[src/rtl/mem_port_bridge_pkg.sv]
// Shared encodings for the per-channel memory port bridge.
// Optional watchdog feature is controlled by macro MEM_BRIDGE_TIMEOUT_EN.
package mem_port_bridge_pkg;

  localparam logic [1:0] RW_IDLE  = 2'd0;
  localparam logic [1:0] RW_READ  = 2'd1;
  localparam logic [1:0] RW_WRITE = 2'd2;

  typedef enum logic [1:0] {
    ST_IDLE = 2'd0,
    ST_WAIT = 2'd1,
    ST_RESP = 2'd2
  } state_t;

  // Controller command for a captured core request.
  function automatic logic [1:0] rw_cmd(input logic we);
    return we ? RW_WRITE : RW_READ;
  endfunction

endpackage

[src/rtl/mem_port_chan.sv]
// One independent bridge channel: request/ack FSM with registered command outputs.
// With MEM_BRIDGE_TIMEOUT_EN defined, a watchdog aborts a WAIT lasting TIMEOUT cycles.
module mem_port_chan
  import mem_port_bridge_pkg::*;
#(
  parameter int AW      = 32,
  parameter int DW      = 32,
  parameter int TIMEOUT = 1024
) (
  input  logic            CLK,
  input  logic            RST,
  input  logic            req,
  input  logic            we,
  input  logic [AW-1:0]   req_addr,
  input  logic [DW/8-1:0] sel,
  input  logic [DW-1:0]   wdata,
  output logic [DW-1:0]   rdata,
  output logic            ack,
  output logic            err,
  output logic [1:0]      rw_flag,
  output logic [AW-1:0]   addr,
  output logic [DW-1:0]   write_data,
  output logic [DW/8-1:0] write_mask,
  input  logic [DW-1:0]   read_data,
  input  logic            busy,
  input  logic            done
);

  state_t          state_r;
  logic [1:0]      rw_flag_r;
  logic [AW-1:0]   addr_r;
  logic [DW-1:0]   write_data_r;
  logic [DW/8-1:0] write_mask_r;
  logic [DW-1:0]   rdata_r;
  logic            ack_r;

`ifdef MEM_BRIDGE_TIMEOUT_EN
  localparam int CW = $clog2(TIMEOUT + 1);
  logic [CW-1:0] cnt_r;
  logic          err_r;
`endif

  // Channel FSM, command registers, read-data holding register and watchdog.
  always_ff @(posedge CLK or negedge RST) begin
    if (!RST) begin
      state_r      <= ST_IDLE;
      rw_flag_r    <= RW_IDLE;
      addr_r       <= {AW{1'b0}};
      write_data_r <= {DW{1'b0}};
      write_mask_r <= {(DW/8){1'b0}};
      rdata_r      <= {DW{1'b0}};
      ack_r        <= 1'b0;
`ifdef MEM_BRIDGE_TIMEOUT_EN
      cnt_r        <= {CW{1'b0}};
      err_r        <= 1'b0;
`endif
    end else begin
      ack_r <= 1'b0;
      case (state_r)
        ST_IDLE: begin
          if (req && !busy) begin
            rw_flag_r    <= rw_cmd(we);
            addr_r       <= req_addr;
            write_data_r <= we ? wdata : {DW{1'b0}};
            write_mask_r <= we ? sel : {(DW/8){1'b0}};
            state_r      <= ST_WAIT;
`ifdef MEM_BRIDGE_TIMEOUT_EN
            cnt_r        <= {CW{1'b0}};
`endif
          end
        end
        ST_WAIT: begin
          // done beats the watchdog when both land in the same cycle
          if (done) begin
            if (rw_flag_r == RW_READ) begin
              rdata_r <= read_data;
            end
            rw_flag_r    <= RW_IDLE;
            addr_r       <= {AW{1'b0}};
            write_data_r <= {DW{1'b0}};
            write_mask_r <= {(DW/8){1'b0}};
            ack_r        <= 1'b1;
            state_r      <= ST_RESP;
`ifdef MEM_BRIDGE_TIMEOUT_EN
          end else if (cnt_r == CW'(TIMEOUT - 1)) begin
            rw_flag_r    <= RW_IDLE;
            addr_r       <= {AW{1'b0}};
            write_data_r <= {DW{1'b0}};
            write_mask_r <= {(DW/8){1'b0}};
            ack_r        <= 1'b1;
            err_r        <= 1'b1;
            state_r      <= ST_RESP;
          end else begin
            cnt_r <= cnt_r + CW'(1);
`endif
          end
        end
        ST_RESP: begin
          state_r <= ST_IDLE;
`ifdef MEM_BRIDGE_TIMEOUT_EN
          err_r   <= 1'b0;
`endif
        end
        default: begin
          state_r <= ST_IDLE;
        end
      endcase
    end
  end

  assign rw_flag    = rw_flag_r;
  assign addr       = addr_r;
  assign write_data = write_data_r;
  assign write_mask = write_mask_r;
  assign rdata      = rdata_r;
  assign ack        = ack_r;
`ifdef MEM_BRIDGE_TIMEOUT_EN
  assign err        = err_r;
`else
  assign err        = 1'b0;
`endif

endmodule

[src/rtl/mem_port_bridge.sv]
// NCH-channel bridge between core memory ports and the memory controller; bus slicing only.
// Watchdog per channel is enabled by defining MEM_BRIDGE_TIMEOUT_EN.
module mem_port_bridge
  import mem_port_bridge_pkg::*;
#(
  parameter int NCH     = 2,
  parameter int AW      = 32,
  parameter int DW      = 32,
  parameter int TIMEOUT = 1024
) (
  input  logic                CLK,
  input  logic                RST,
  input  logic [NCH-1:0]      req_i,
  input  logic [NCH-1:0]      we_i,
  input  logic [NCH*AW-1:0]   addr_i,
  input  logic [NCH*DW/8-1:0] sel_i,
  input  logic [NCH*DW-1:0]   wdata_i,
  output logic [NCH*DW-1:0]   rdata_o,
  output logic [NCH-1:0]      ack_o,
  output logic [NCH-1:0]      err_o,
  output logic [2*NCH-1:0]    rw_flag,
  output logic [NCH*AW-1:0]   addr,
  output logic [NCH*DW-1:0]   write_data,
  output logic [NCH*DW/8-1:0] write_mask,
  input  logic [NCH*DW-1:0]   read_data,
  input  logic [NCH-1:0]      busy,
  input  logic [NCH-1:0]      done
);

  localparam int BW = DW / 8;

  for (genvar i = 0; i < NCH; i++) begin : g_chan
    mem_port_chan #(
      .AW      (AW),
      .DW      (DW),
      .TIMEOUT (TIMEOUT)
    ) u_chan (
      .CLK        (CLK),
      .RST        (RST),
      .req        (req_i[i]),
      .we         (we_i[i]),
      .req_addr   (addr_i[i*AW +: AW]),
      .sel        (sel_i[i*BW +: BW]),
      .wdata      (wdata_i[i*DW +: DW]),
      .rdata      (rdata_o[i*DW +: DW]),
      .ack        (ack_o[i]),
      .err        (err_o[i]),
      .rw_flag    (rw_flag[2*i +: 2]),
      .addr       (addr[i*AW +: AW]),
      .write_data (write_data[i*DW +: DW]),
      .write_mask (write_mask[i*BW +: BW]),
      .read_data  (read_data[i*DW +: DW]),
      .busy       (busy[i]),
      .done       (done[i])
    );
  end

endmodule

[config.mk]
export PLATFORM = sky130hd
export DESIGN_NAME = mem_port_bridge
export DESIGN_NICKNAME = d
export VERILOG_FILES = /design/src/rtl/mem_port_bridge_pkg.sv /design/src/rtl/mem_port_chan.sv /design/src/rtl/mem_port_bridge.sv
export SDC_FILE = /design/constraint.sdc
export NUM_CORES = 1
export LEC_CHECK = 0
export BUFFER_PORTS_ARGS = -buffer_cell sky130_fd_sc_hd__buf_2
export CORE_AREA = 5 5 158 160
export DETAILED_ROUTE_END_ITERATION = 8
export DIE_AREA = 0 0 163 165
export GPL_TIMING_DRIVEN = 1
export HOLD_SLACK_MARGIN = 0.08
export PLACE_DENSITY_LB_ADDON = 0.25
export SYNTH_ARGS = -nofsm -noshare
export SYNTH_HDL_FRONTEND = slang
export SYNTH_SLANG_ARGS = --single-unit
[constraint.sdc]
create_clock -name CLK -period 2 [get_ports CLK]
set_input_delay 0.2 -clock CLK [delete_from_list [all_inputs] [get_ports CLK]]
set_output_delay 0.2 -clock CLK [all_outputs]
set_load 0.02 [all_outputs]
After elaboration in Yosys (flattened, before gate mapping)
Index checks and enable logic that the tools add are counted.
{"block": "totals", "word_cells": 74, "register_bits": 210}
{"block": "classes", "reduce_logical": 14, "eq_ne": 8, "muxes": 38}
{"op": "$mux 32", "n": 8}
{"op": "$pmux 32 s2", "n": 4}
{"op": "$mux 4", "n": 6}
{"op": "$mux 2", "n": 10}
{"op": "$pmux 2 s2", "n": 4}
{"op": "$pmux 4 s2", "n": 2}
{"op": "$reduce_and 3->1", "n": 4}
{"op": "$eq 2x1->1 const B", "n": 4}
{"op": "$logic_not 2->1", "n": 2}
{"op": "$mux 1", "n": 4}
{"op": "$ne 2x1->1 const B", "n": 2}
{"op": "$ne 2x2->1 const B", "n": 2}
{"op": "$reduce_and 2->1", "n": 2}
{"op": "$reduce_bool 2->1", "n": 2}
{"op": "$logic_and 1x1->1", "n": 2}
{"op": "$logic_not 1->1", "n": 2}

Logic depth before layout (Yosys ltp)
{"block": "logic_depth", "word_depth": 4, "ltp_mapped": 5, "depth_no_buf": 3}

Hierarchy
Synthesis repeated with hierarchy kept, for this count alone.
{"block": "hier_totals", "cells_unflattened": 472, "hier_area_um2": 7607.3}
{"module": "mem_port_chan", "area_each_um2": 3803.6, "n_inst": 2, "seq_area_each_um2": 2627.5, "cells_per_inst": 236}

Worst setup path after synthesis
Ideal clock, no wire load.
{"block": "synth_path", "path_type": "reg2reg", "startpoint": "register g_chan[0].u_chan.state_r[1]", "endpoint": "register g_chan[0].u_chan.rdata_r[10]", "path_slack_ns": 0.464, "arrival_ns": 1.411, "synth_period_minus_slack_ns": 1.536, "stages_incl_launch_ff": 6, "path_cell_list": "dfrtp_1 -> and3b_1 -> and3b_1 -> buf_2 -> buf_6 -> mux2_4"}
{"block": "synth_via", "elab_chain_len": 2}
{"item": "from (decl)", "line": "mem_port_chan.sv:29", "source": "state_t state_r;"}
{"item": "from (signal assigned)", "line": "mem_port_chan.sv:46", "source": "state_r <= ST_IDLE;"}
{"item": "from (signal assigned)", "line": "mem_port_chan.sv:66", "source": "state_r <= ST_WAIT;"}
{"item": "from (signal assigned)", "line": "mem_port_chan.sv:83", "source": "state_r <= ST_RESP;"}
{"item": "$eq 2x1->1", "line": "mem_port_chan.sv:59", "source": "case (state_r)"}
{"item": "$reduce_and 3->1 (no source line)"}
{"item": "to (signal assigned)", "line": "mem_port_chan.sv:51", "source": "rdata_r <= {DW{1'b0}};"}
{"item": "to (signal assigned)", "line": "mem_port_chan.sv:76", "source": "rdata_r <= read_data;"}
{"item": "to (decl)", "line": "mem_port_chan.sv:34", "source": "logic [DW-1:0] rdata_r;"}
Every way passes these cells.
A chain may end at the register's enable or synchronous reset.

Final worst setup path
{"block": "layout_path", "startpoint": "register g_chan[0].u_chan.state_r[1]", "endpoint": "register g_chan[0].u_chan.rdata_r[14]"}
Same word-level chain as after synthesis.

==> results.cfg <==
[outcome]
outcome = finished clean

[setup_path]
r2r-start = g_chan[0].u_chan.state_r[1]
end_kind = register
cp-start-kind = register
regToRegSetupSlack_ns = 0.29
crit_arrival_ns = 2.09
cp-endpoint = g_chan[0].u_chan.rdata[14]
startpoint = g_chan[0].u_chan.state_r[1]
path_class = reg2reg
r2r_cells = 4
r2r_end = g_chan[0].u_chan.rdata[14]
worst_ep_required_time_ns = 2.38
critical_path_peak_fanout = 32

[logic_synthesis]
ys_seq_area_share_pct = 68.64
synth.avg_cell_area_um2 = 16.19
yosysUniqueCellTypes = 18
ys_ff_latch = 210
syn_area_um2 = 7656
syn_inst = 473
netlist.top_cell.by_area = dfrtp_1
synth_top_area_share_pct = 68.64
synth_area_leaders = dfrtp_1, a22o_1, mux2_2
ys_warn_count = 0

[sta]
finClkSkew_ns = 0.01535
hold_viol = 0
setup_viol = 0
fmax_mhz = 584.7
post-route-min-period_ns = 1.710
slew_headroom_pct = 66.38
final_max_slew_viol_count = 0
post-route-period-util_pct = 85.51
tightest_slew_ns = 0.5043
setup-tns-final_ns = 0
rsz0062_at_grt = false
fin_ws_ns = 0.2897

[floorplanning]
core-area_um2 = 23260
dieWidth_um = 163
initial_core_util_pct = 32.91
die_area_um2 = 26900
num_rows = 56
dieHeight_um = 165
io_pins = 418

[clock_network]
clockRootBuffer = clkbuf_16
clkSlewWorstSetupHoldPaths_ns = 0.06
cts_buffer_depth = 3
ctsResizeCount = 0
cts_sinks = 210
cts_tree = built
cts_max_level = 1
clk_latency_ns = 0.51
cts_buffers = 23

[drt]
dr_wl_met2_um = 13620
ant_nets = 0
postRouteWirelength_um = 26420
drt_iter0_drc = 334
first_pass_iters = 4
vias_per_cell = 4.659
drc = 0
drt-met1-wl_um = 9969
wl_per_cell_um = 18.43
num_vias = 6677
dr_wl_met3_um = 2016
topRoutingLayerUsed = met5

[power]
irDropWorstVdd_uv = 544.0
net-switching-power_w = 0.005104
seq_power_share_pct = 38.5
clock_power_share_pct = 30.4
p_comb_share_pct = 31.1
p_per_area_nw_per_um2 = 1197
netSwitchingFraction_pct = 32.76
p_int_w = 0.01048
leakage_nw = 6.857

[grt]
grt_pass1_vias = 7226
grt_max_degree = 52
grt_overflow = 0
grt_pass1_wl_um = 39680
track_usage_pct = 18.51
antenna_found_initial = 3

[placement]
port_buffers = 415
placed_cell_area_um2 = 10100
dpl.hpwl_um = 17240
gp_congestion = 0.7453
dp_slack_ns = 0.3173
dpl.cell_count = 1186

[finish]
drive_gt1_share_pct = 48.11
final_common_cell = buf_2
area_growth_syn_to_layout_pct = 69.96
regArea_um2 = 5255
final_cells = 1433
nNetsFinal = 1307
fill_cells = 1887
multiInputGateArea_um2 = 2155
final_util_pct = 55.94
final_cell_mix = buf_2, dfrtp_1, dlygate4sd3_1
fin_area_um2 = 13010

[flow_run]
drv_cap = 0

[hold_path]
min_path_type = in2reg
## flip-flops by register name, indices dropped and copies added, names as in the netlist
signal,flops
g_chan.u_chan.addr,64
g_chan.u_chan.rdata,64
g_chan.u_chan.write_data,64
g_chan.u_chan.write_mask,8
g_chan.u_chan.rw_flag,4
g_chan.u_chan.state_r,4
g_chan.u_chan.ack,2
## per-stage QoR
stage	hold slack (ns)	power [W]
floorplan	-0.09559	0.008667
global placement	0.1949	0.01049
detailed placement	0.1966	0.01056
CTS	0.1830	0.01568
global route	0.1971	0.01632
finish	0.2120	0.01558
## layer usage
metal / global-route usage (%) / vias to the layer above
li1: - / 3017
met1: 21.48 / 3309
met2: 33.55 / 295
met3: 4.467 / 54
met4: 6.252 / 2
met5: 0 / -
## power by group through the flow
stage / clock [W] / combinational [W] / sequential, W
after floorplan: 0 / 0.00125 / 0.00742
after global placement: 0 / 0.00446 / 0.00603
after detailed placement: 0 / 0.00454 / 0.00602
after CTS: 0.00485 / 0.00486 / 0.00597
after global routing: 0.00502 / 0.00516 / 0.00614
final: 0.00473 / 0.00484 / 0.00601
## synth_stat cells (all sizes together)
| cell type | count |
|---|---|
| and2 | 2 |
| clkbuf | 6 |
| inv | 2 |
| nor2 | 2 |
| dfrtp | 210 |
| buf | 34 |
| conb | 1 |
| a21o | 2 |
| a22o | 138 |
| or2 | 2 |
| nor4b | 2 |
| nor3b | 2 |
| mux2 | 64 |
| and3b | 6 |
## critical path, stage by stage, from the launching register on
cell and delay (ns):
dfrtp_1 0.43, and3b_1 0.32, and3b_2 0.23, buf_12 0.21, mux2_2 0.38
## area by class of cell
type | instances | area share [%]
clock buffer | 31 | 5.192
timing repair buffer | 638 | 33.32
sequential | 210 | 40.38
antenna | 2 | 0.03846
clock inverter | 9 | 1.385
multi-input combinational | 222 | 16.56
tap | 319 | 3.067
inverter | 2 | 0.05769
## what timing repair did
| action | in CTS | in global routing |
|---|---|---|
| hold buffers | 205 | 0 |
| buffers inserted | 0 | 0 |
| endpoints found under the hold margin | 357 | 0 |
## worst min path at each step
stage | start | to | slack [ns] | cells after the start
2_1_floorplan | RST | g_chan[0].u_chan.ack | -0.1 | 0
3_3_place_gp | RST | g_chan[1].u_chan.write_data[24] | 0.19 | 1
3_5_place_dp | RST | g_chan[1].u_chan.write_data[24] | 0.20 | 1
4_1_cts | busy[1] | g_chan[1].u_chan.state_r[0] | 0.18 | 3
5_1_grt | busy[1] | g_chan[1].u_chan.state_r[0] | 0.20 | 3
6_report | busy[1] | g_chan[1].u_chan.state_r[0] | 0.21 | 3
## kinds of logic after synthesis
family          after synthesis  synth area share [%]
compound gates              140                 15.98
simple gates                 16                 1.928
flops                       210                 68.64
mux                          64                 9.904
buf+inv                      42                 3.497
other cells                   1               0.04898
(Power assumes the default switching activity.)
